$ cat config.mk
export PLATFORM = sky130hd
export DESIGN_NAME = lane_sequencer_flat
export DESIGN_NICKNAME = d
export VERILOG_FILES = /design/src/rtl/lane_sequencer_if.sv /design/src/rtl/lane_sequencer.sv /design/src/flat_wrapper.sv
export SDC_FILE = /design/constraint.sdc
export NUM_CORES = 1
export LEC_CHECK = 0
export ABC_AREA = 1
export CORE_AREA = 2 2 135 137
export CTS_BUF_LIST = sky130_fd_sc_hd__clkbuf_2
export DETAILED_ROUTE_END_ITERATION = 6
export DIE_AREA = 0 0 137 139
export PLACE_DENSITY_LB_ADDON = 0.3
export SLEW_MARGIN = 5
export SYNTH_ARGS = -nofsm -noshare
export SYNTH_HDL_FRONTEND = slang
export SYNTH_SLANG_ARGS = --single-unit
$ cat constraint.sdc
create_clock -name clk -period 2.1 [get_ports clk]
set_input_delay 0.42 -clock clk [delete_from_list [all_inputs] [get_ports clk]]
set_output_delay 0.42 -clock clk [all_outputs]
set_load 0.005 [all_outputs]
$ cat src/rtl/lane_sequencer_if.sv
// Command, vector-memory and lane-datapath signals shared by lane_sequencer and its environment.
// master: decode stage / memory / lanes side; slave: the sequencer itself.
interface lane_sequencer_if #(
  parameter int unsigned ADDR_W = 8
);

  // command / handshake
  logic              start;
  logic [1:0]        op;
  logic              size;
  logic [15:0]       srcb;
  logic [1:0]        idx;
  logic [ADDR_W-1:0] src_addr;
  logic [ADDR_W-1:0] dst_addr;
  logic [ADDR_W-1:0] len;
  logic              busy;
  logic              done;

  // vector memory
  logic              mem_rd_en;
  logic [ADDR_W-1:0] mem_rd_addr;
  logic [63:0]       mem_rd_data;
  logic              mem_wr_en;
  logic [ADDR_W-1:0] mem_wr_addr;
  logic [63:0]       mem_wr_data;

  // lane datapath
  logic [2:0]        lane_ctrl;
  logic [63:0]       lane_rv;
  logic [15:0]       lane_srcb;
  logic [1:0]        lane_idx;
  logic [63:0]       lane_res;

  modport master (
    output start, op, size, srcb, idx, src_addr, dst_addr, len,
    output mem_rd_data, lane_res,
    input  busy, done, mem_rd_en, mem_rd_addr, mem_wr_en, mem_wr_addr, mem_wr_data,
    input  lane_ctrl, lane_rv, lane_srcb, lane_idx
  );

  modport slave (
    input  start, op, size, srcb, idx, src_addr, dst_addr, len,
    input  mem_rd_data, lane_res,
    output busy, done, mem_rd_en, mem_rd_addr, mem_wr_en, mem_wr_addr, mem_wr_data,
    output lane_ctrl, lane_rv, lane_srcb, lane_idx
  );

endinterface

$ cat src/rtl/lane_sequencer.sv
// Streams len words from vector memory through the lanes and back, one word per cycle,
// using a read -> execute -> write pipeline. LANE_SEQ_CNT_EN adds the words_done counter.
module lane_sequencer #(
  parameter int unsigned ADDR_W = 8
) (
  input  logic                clk,
  input  logic                rst,
`ifdef LANE_SEQ_CNT_EN
  output logic [31:0]         words_done,
`endif
  lane_sequencer_if.slave     bus
);

  localparam int unsigned DATA_W = 64;
  localparam int unsigned SRCB_W = 16;
  localparam int unsigned CTRL_W = 3;
  localparam int unsigned IDX_W  = 2;

  typedef enum logic [1:0] {
    S_IDLE  = 2'd0,
    S_RUN   = 2'd1,
    S_DRAIN = 2'd2,
    S_FIN   = 2'd3
  } state_e;

  state_e              state_q;
  logic                busy_q;
  logic                done_q;
  logic                drain_q;
  logic                rd_en_q;
  logic                rd_vld_q;
  logic                wr_en_q;
  logic [ADDR_W-1:0]   rd_addr_q;
  logic [ADDR_W-1:0]   remain_q;
  logic [ADDR_W-1:0]   dst_ptr_q;
  logic [ADDR_W-1:0]   wr_addr_q;
  logic [DATA_W-1:0]   wr_data_q;
  logic [CTRL_W-1:0]   ctrl_q;
  logic [SRCB_W-1:0]   srcb_q;
  logic [IDX_W-1:0]    idx_q;

  // Sequencing FSM plus the execute/write pipeline stages.
  always_ff @(posedge clk) begin
    if (rst) begin
      state_q   <= S_IDLE;
      busy_q    <= 1'b0;
      done_q    <= 1'b0;
      drain_q   <= 1'b0;
      rd_en_q   <= 1'b0;
      rd_vld_q  <= 1'b0;
      wr_en_q   <= 1'b0;
      rd_addr_q <= '0;
      remain_q  <= '0;
      dst_ptr_q <= '0;
      wr_addr_q <= '0;
      wr_data_q <= '0;
      ctrl_q    <= '0;
      srcb_q    <= '0;
      idx_q     <= '0;
    end else begin
      done_q   <= 1'b0;
      rd_vld_q <= rd_en_q;
      wr_en_q  <= rd_vld_q;

      // Word read last cycle is on lane_rv now; capture the lane result for write-back.
      if (rd_vld_q) begin
        wr_addr_q <= dst_ptr_q;
        wr_data_q <= bus.lane_res;
        dst_ptr_q <= dst_ptr_q + ADDR_W'(1);
      end

      case (state_q)
        S_IDLE: begin
          if (bus.start) begin
            ctrl_q    <= {bus.op, bus.size};
            srcb_q    <= bus.srcb;
            idx_q     <= bus.idx;
            dst_ptr_q <= bus.dst_addr;
            rd_addr_q <= bus.src_addr;
            remain_q  <= bus.len - ADDR_W'(1);
            if (bus.len == '0) begin
              state_q <= S_FIN;
              done_q  <= 1'b1;
            end else begin
              state_q <= S_RUN;
              busy_q  <= 1'b1;
              rd_en_q <= 1'b1;
            end
          end
        end

        S_RUN: begin
          if (remain_q == '0) begin
            rd_en_q <= 1'b0;
            drain_q <= 1'b0;
            state_q <= S_DRAIN;
          end else begin
            rd_addr_q <= rd_addr_q + ADDR_W'(1);
            remain_q  <= remain_q - ADDR_W'(1);
          end
        end

        // Two cycles let the last two words finish execute and write.
        S_DRAIN: begin
          if (drain_q) begin
            state_q <= S_FIN;
            busy_q  <= 1'b0;
            done_q  <= 1'b1;
          end else begin
            drain_q <= 1'b1;
          end
        end

        S_FIN: begin
          state_q <= S_IDLE;
        end

        default: begin
          state_q <= S_IDLE;
        end
      endcase
    end
  end

  assign bus.busy        = busy_q;
  assign bus.done        = done_q;
  assign bus.mem_rd_en   = rd_en_q;
  assign bus.mem_rd_addr = rd_addr_q;
  assign bus.mem_wr_en   = wr_en_q;
  assign bus.mem_wr_addr = wr_addr_q;
  assign bus.mem_wr_data = wr_data_q;
  assign bus.lane_ctrl   = ctrl_q;
  assign bus.lane_srcb   = srcb_q;
  assign bus.lane_idx    = idx_q;
  assign bus.lane_rv     = bus.mem_rd_data;

`ifdef LANE_SEQ_CNT_EN
  logic [31:0] words_q;

  // Free-running count of written words; only reset clears it.
  always_ff @(posedge clk) begin
    if (rst) begin
      words_q <= '0;
    end else if (wr_en_q) begin
      words_q <= words_q + 32'd1;
    end
  end

  assign words_done = words_q;
`endif

endmodule

$ cat src/flat_wrapper.sv
// flat-port wrapper written by rule: the top's interface ports become plain ports
module lane_sequencer_flat 
#(
  parameter int unsigned ADDR_W = 8
)
  (clk, rst, bus_start, bus_op, bus_size, bus_srcb, bus_idx, bus_src_addr, bus_dst_addr, bus_len, bus_mem_rd_data, bus_lane_res, bus_busy, bus_done, bus_mem_rd_en, bus_mem_rd_addr, bus_mem_wr_en, bus_mem_wr_addr, bus_mem_wr_data, bus_lane_ctrl, bus_lane_rv, bus_lane_srcb, bus_lane_idx);
  lane_sequencer_if #(.ADDR_W(ADDR_W)) bus_i ();
  input  logic clk;
  input  logic rst;
  input wire logic [$bits(bus_i.start)-1:0] bus_start;
  input wire logic [$bits(bus_i.op)-1:0] bus_op;
  input wire logic [$bits(bus_i.size)-1:0] bus_size;
  input wire logic [$bits(bus_i.srcb)-1:0] bus_srcb;
  input wire logic [$bits(bus_i.idx)-1:0] bus_idx;
  input wire logic [$bits(bus_i.src_addr)-1:0] bus_src_addr;
  input wire logic [$bits(bus_i.dst_addr)-1:0] bus_dst_addr;
  input wire logic [$bits(bus_i.len)-1:0] bus_len;
  input wire logic [$bits(bus_i.mem_rd_data)-1:0] bus_mem_rd_data;
  input wire logic [$bits(bus_i.lane_res)-1:0] bus_lane_res;
  output wire logic [$bits(bus_i.busy)-1:0] bus_busy;
  output wire logic [$bits(bus_i.done)-1:0] bus_done;
  output wire logic [$bits(bus_i.mem_rd_en)-1:0] bus_mem_rd_en;
  output wire logic [$bits(bus_i.mem_rd_addr)-1:0] bus_mem_rd_addr;
  output wire logic [$bits(bus_i.mem_wr_en)-1:0] bus_mem_wr_en;
  output wire logic [$bits(bus_i.mem_wr_addr)-1:0] bus_mem_wr_addr;
  output wire logic [$bits(bus_i.mem_wr_data)-1:0] bus_mem_wr_data;
  output wire logic [$bits(bus_i.lane_ctrl)-1:0] bus_lane_ctrl;
  output wire logic [$bits(bus_i.lane_rv)-1:0] bus_lane_rv;
  output wire logic [$bits(bus_i.lane_srcb)-1:0] bus_lane_srcb;
  output wire logic [$bits(bus_i.lane_idx)-1:0] bus_lane_idx;
  assign bus_i.start = bus_start;
  assign bus_i.op = bus_op;
  assign bus_i.size = bus_size;
  assign bus_i.srcb = bus_srcb;
  assign bus_i.idx = bus_idx;
  assign bus_i.src_addr = bus_src_addr;
  assign bus_i.dst_addr = bus_dst_addr;
  assign bus_i.len = bus_len;
  assign bus_i.mem_rd_data = bus_mem_rd_data;
  assign bus_i.lane_res = bus_lane_res;
  assign bus_busy = bus_i.busy;
  assign bus_done = bus_i.done;
  assign bus_mem_rd_en = bus_i.mem_rd_en;
  assign bus_mem_rd_addr = bus_i.mem_rd_addr;
  assign bus_mem_wr_en = bus_i.mem_wr_en;
  assign bus_mem_wr_addr = bus_i.mem_wr_addr;
  assign bus_mem_wr_data = bus_i.mem_wr_data;
  assign bus_lane_ctrl = bus_i.lane_ctrl;
  assign bus_lane_rv = bus_i.lane_rv;
  assign bus_lane_srcb = bus_i.lane_srcb;
  assign bus_lane_idx = bus_i.lane_idx;
  lane_sequencer #(.ADDR_W(ADDR_W)) u_core (.clk(clk), .rst(rst), .bus(bus_i));
endmodule
==> results.md <==
- Number of synthesis warnings: 0
- Routed vias: 5191
- Floorplan core area: around 18000 µm²
- Portion of netlist area occupied by mux cells: 0
- Per-cell via count in the routed design: ~4.5
- Total clock sinks: approximately 130
- Ratio of cells with drive above 1 in the final layout: 0.1709
- R2R Path Start: u_core.state_q[1]
- First-pass GRT wire length: roughly 25000 µm
- Required time of the worst setup path: 1.68 ns
- Synth Instances: 774
- Average footprint of a synthesized cell: 7.325 µm²
- Number of DRC markers in iteration 0: 213
- Worst Setup Path Type: flip-flop to output port
- Post-Route Skew: between 0.02 and 0.025 ns
- Buffer levels on the longest clock path: 2
- Antenna violations before repair: 1
- Top achievable clock speed: 510.2 MHz
- Post-layout min period: 1.960 ns
- Transition time at the pin with the least slew margin: ~0.48 ns
- Synthesized-area fraction occupied by adder cells: 0.01545
- Area Overhead vs Synth: 42.26%
- Routed length per placed instance: between 10 and 15 µm
- First drt pass iteration count: 4
- Total negative slack for setup checks: 0 ns
- Final count of negative-setup-slack endpoints: 0
- Hold worst-path end: u_core.bus.mem_wr_data[30]
- Post-route ant nets: 0
- Synth unique cells: 32
- Compound-gate portion of the synthesized area: 0.1424
- Final Max Slew Viols: 0
- Number of synthesized register bits: 125
- Crit. End Element: output port
- Starting utilization of the core area: 0.3211
- Placed wire-length estimate after detailed placement: 10760 µm
- Max transition margin: 0.6806
- Grt total ovfl: 0
- Reg2reg path depth: 12
- Run status: finished clean
- # Max-Cap Violations: 0
- Wire length after detailed routing: 15910 µm
- Slowest Stage Delay on Critical Path: approximately 0.50 ns
- Number of levels in the clock H-tree: 4
- Finished layout cell area: 8065 µm²
- IR drop worst, VDD: 0.4119 mV
- Source of the worst hold timing path: bus_lane_res[30]
- Top_reg_cell synth: sky130_fd_sc_hd__dfxtp_1
- Residual DRC count: 0
- EDFF count, synth: 0
- Crit path max-delay family: buffers and inverters
- Final Hold Vio Count: 0
- Post-cts hold buffer count: 0
- Buffering stage count on the worst path with inverters included: 1
- Terminus of the critical flop-to-flop path: u_core.remain_q[6]
- Pleak: 0.004257 µW
- Clock tree from TritonCTS: yes
- Final Net Count: 1106
- Number of placement rows: 49
- Number of CTS-inserted buffers: 17
- Ordered cell list for the critical path: clkdlybuf4s50_1
- Die Width: 137 µm
- Arrival time at the worst endpoint: 1.54 ns
- Parity-gate share of the synthesized area counting xor and xnor cells: 0.01081
- Main combinational cell family by area after synthesis: simple AND/OR/NAND/NOR gates
- Count of pins on the block boundary: 345
- # port buffers: between 200 and 250
- Overall Global Routing Usage: 0.1668
- Floorplan die area: approximately 19000 µm²
- Largest net degree at the start of global routing: 115
- Via count of the first global-routing pass: 5020
- Kind of launch point of the worst setup path: flip-flop
- Vert. Die Dim: 139 µm
- Post-CTS clock slew at the launch and capture registers of the worst setup and hold paths: 0.20 ns
- Area after DPL: 7560 µm²
- Highest-delay cell along the critical path: sky130_fd_sc_hd__clkdlybuf4s50_1
- Final period utilization: 0.9333
- Worst skew pair latency: roughly 0.66 ns
- Register-to-register setup slack: 0.25 ns
- Number of instances on the worst hold path: 3
- Sequential fraction of the synthesis area: 0.4414
- Async SR Flop Fraction: 0
- Min-delay worst type: input port to flip-flop
- Post-synth design cell area: approximately 5700 µm²
- Cell chosen for the clock root: sky130_fd_sc_hd__clkbuf_2
- Routability congestion estimate: 0.7991
- Power density of the placed cells: 1082 nW/µm²
- Highest net fanout along the worst path: 3
- Post-synthesis net count: 957
- Simple-gate portion of the synthesized area: 0.2381
==> stage by stage <==
stage / worst slack, ns / utilization / hold slack, ns / cells / power (µW)
3_5_place_dp: 0.1794 / 0.4281 / 0.4491 / 1126 / 7375
5_1_grt: -0.004502 / 0.4568 / 0.1607 / 1166 / 9503
3_3_place_gp: 0.2003 / 0.4281 / 0.4493 / 1126 / 7342
4_1_cts: 0.003234 / 0.4425 / 0.1905 / 1162 / 8876
2_1_floorplan: 0.3289 / - / 0.4373 / 774 / 5771
6_report: 0.1400 / 0.4568 / 0.3039 / 1166 / 8727
==> Yosys cell counts (4+ instances only) <==
| cell type | n | area share |
|---|---|---|
| sky130_fd_sc_hd__nor2_1 | 214 | 0.14 |
| sky130_fd_sc_hd__dfxtp_1 | 125 | 0.44 |
| sky130_fd_sc_hd__o21ai_0 | 109 | 0.096 |
| sky130_fd_sc_hd__nand2_1 | 80 | 0.053 |
| sky130_fd_sc_hd__buf_4 | 65 | 0.086 |
| sky130_fd_sc_hd__inv_1 | 39 | 0.026 |
| sky130_fd_sc_hd__a21oi_1 | 25 | 0.022 |
| sky130_fd_sc_hd__clkbuf_1 | 24 | 0.016 |
| sky130_fd_sc_hd__nand3_1 | 17 | 0.015 |
| sky130_fd_sc_hd__nand2_2 | 12 | 0.013 |
| sky130_fd_sc_hd__o21ai_1 | 10 | 0.0088 |
| sky130_fd_sc_hd__buf_2 | 9 | 0.0079 |
| sky130_fd_sc_hd__ha_1 | 7 | 0.015 |
| sky130_fd_sc_hd__xor2_1 | 6 | 0.0093 |
| sky130_fd_sc_hd__inv_2 | 5 | 0.0033 |
| sky130_fd_sc_hd__buf_6 | 4 | 0.0079 |
==> registers in the layout, indices dropped and copies added, names as in the netlist, 2 cells and up <==
register,flops
u_core.bus.mem_wr_data,64
u_core.bus.lane_srcb,16
u_core.bus.mem_rd_addr,8
u_core.bus.mem_wr_addr,8
u_core.dst_ptr_q,8
u_core.remain_q,8
u_core.bus.lane_ctrl,3
u_core.bus.lane_idx,2
u_core.state_q,2
==> layer usage <==
metal / GRT usage / wire length [µm] / share of wire / vias up
met4: 0.05697 / 261 / 0.016 / 0
met3: 0.07822 / 1528 / 0.096 / 28
met5: 0 / 0 / 0 / -
li1: - / - / - / 2679
met1: 0.1982 / 6789 / 0.43 / 2310
met2: 0.2634 / 7330 / 0.46 / 174
==> logic make-up (layout without fill, tap and decap cells) <==
family          after synthesis  in the layout
xor+xnor                      7              7
compound gates              152            152
simple gates                334            334
buf+inv                     149            311
other cells                   0              1
fa+ha+maj                     7              7
flops                       125            125
==> cells in the final DEF (no fill, tap or decap), types with 18 or more instances in the layout <==
| master | n |
|---|---|
| sky130_fd_sc_hd__dfxtp_2 | 77 |
| sky130_fd_sc_hd__o21ai_0 | 109 |
| sky130_fd_sc_hd__dlymetal6s2s_1 | 57 |
| sky130_fd_sc_hd__dfxtp_1 | 45 |
| sky130_fd_sc_hd__clkbuf_2 | 18 |
| sky130_fd_sc_hd__inv_1 | 37 |
| sky130_fd_sc_hd__nand2_1 | 80 |
| sky130_fd_sc_hd__a21oi_1 | 25 |
| sky130_fd_sc_hd__clkdlybuf4s50_1 | 151 |
| sky130_fd_sc_hd__nor2_1 | 214 |
==> worst max path at each step <==
stage,startpoint,to,slack [ns],cells after the start
floorplan,u_core.state_q[1],u_core.remain_q[6],0.33,12
global placement,bus_len[0],u_core.remain_q[6],0.20,10
detailed placement,bus_len[0],u_core.remain_q[6],0.18,10
CTS,u_core.bus.mem_wr_data[41],bus_mem_wr_data[41],0.003,1
global route,u_core.bus.mem_wr_data[32],bus_mem_wr_data[32],-0.005,1
finish,u_core.bus.mem_rd_addr[2],bus_mem_rd_addr[2],0.14,1
==> area by class of cell <==
type	instances	area (µm²)
Sequential cell	125	2610
Clock buffer	18	90.09
Tap cell	229	286.5
Inverter	46	188.9
Clock inverter	14	121.4
Fill cell	1818	9592
Antenna cell	1	2.502
Multi-Input combinational cell	500	2306
Timing Repair Buffer	233	2460
==> power breakdown <==
group	leakage, µW	switching (µW)	internal (µW)
logic	0.00307	2100	1810
registers	0.00106	356	3080
clock network	0.000130	956	431
total	0.00426	3410	5320
==> what timing repair did <==
action | 4_1_cts | 5_1_grt
gates resized for setup | 23 | 124
buffers inserted | 4 | 3
endpoints found under the setup margin | 19 | 80
(Power assumes the default switching activity.)
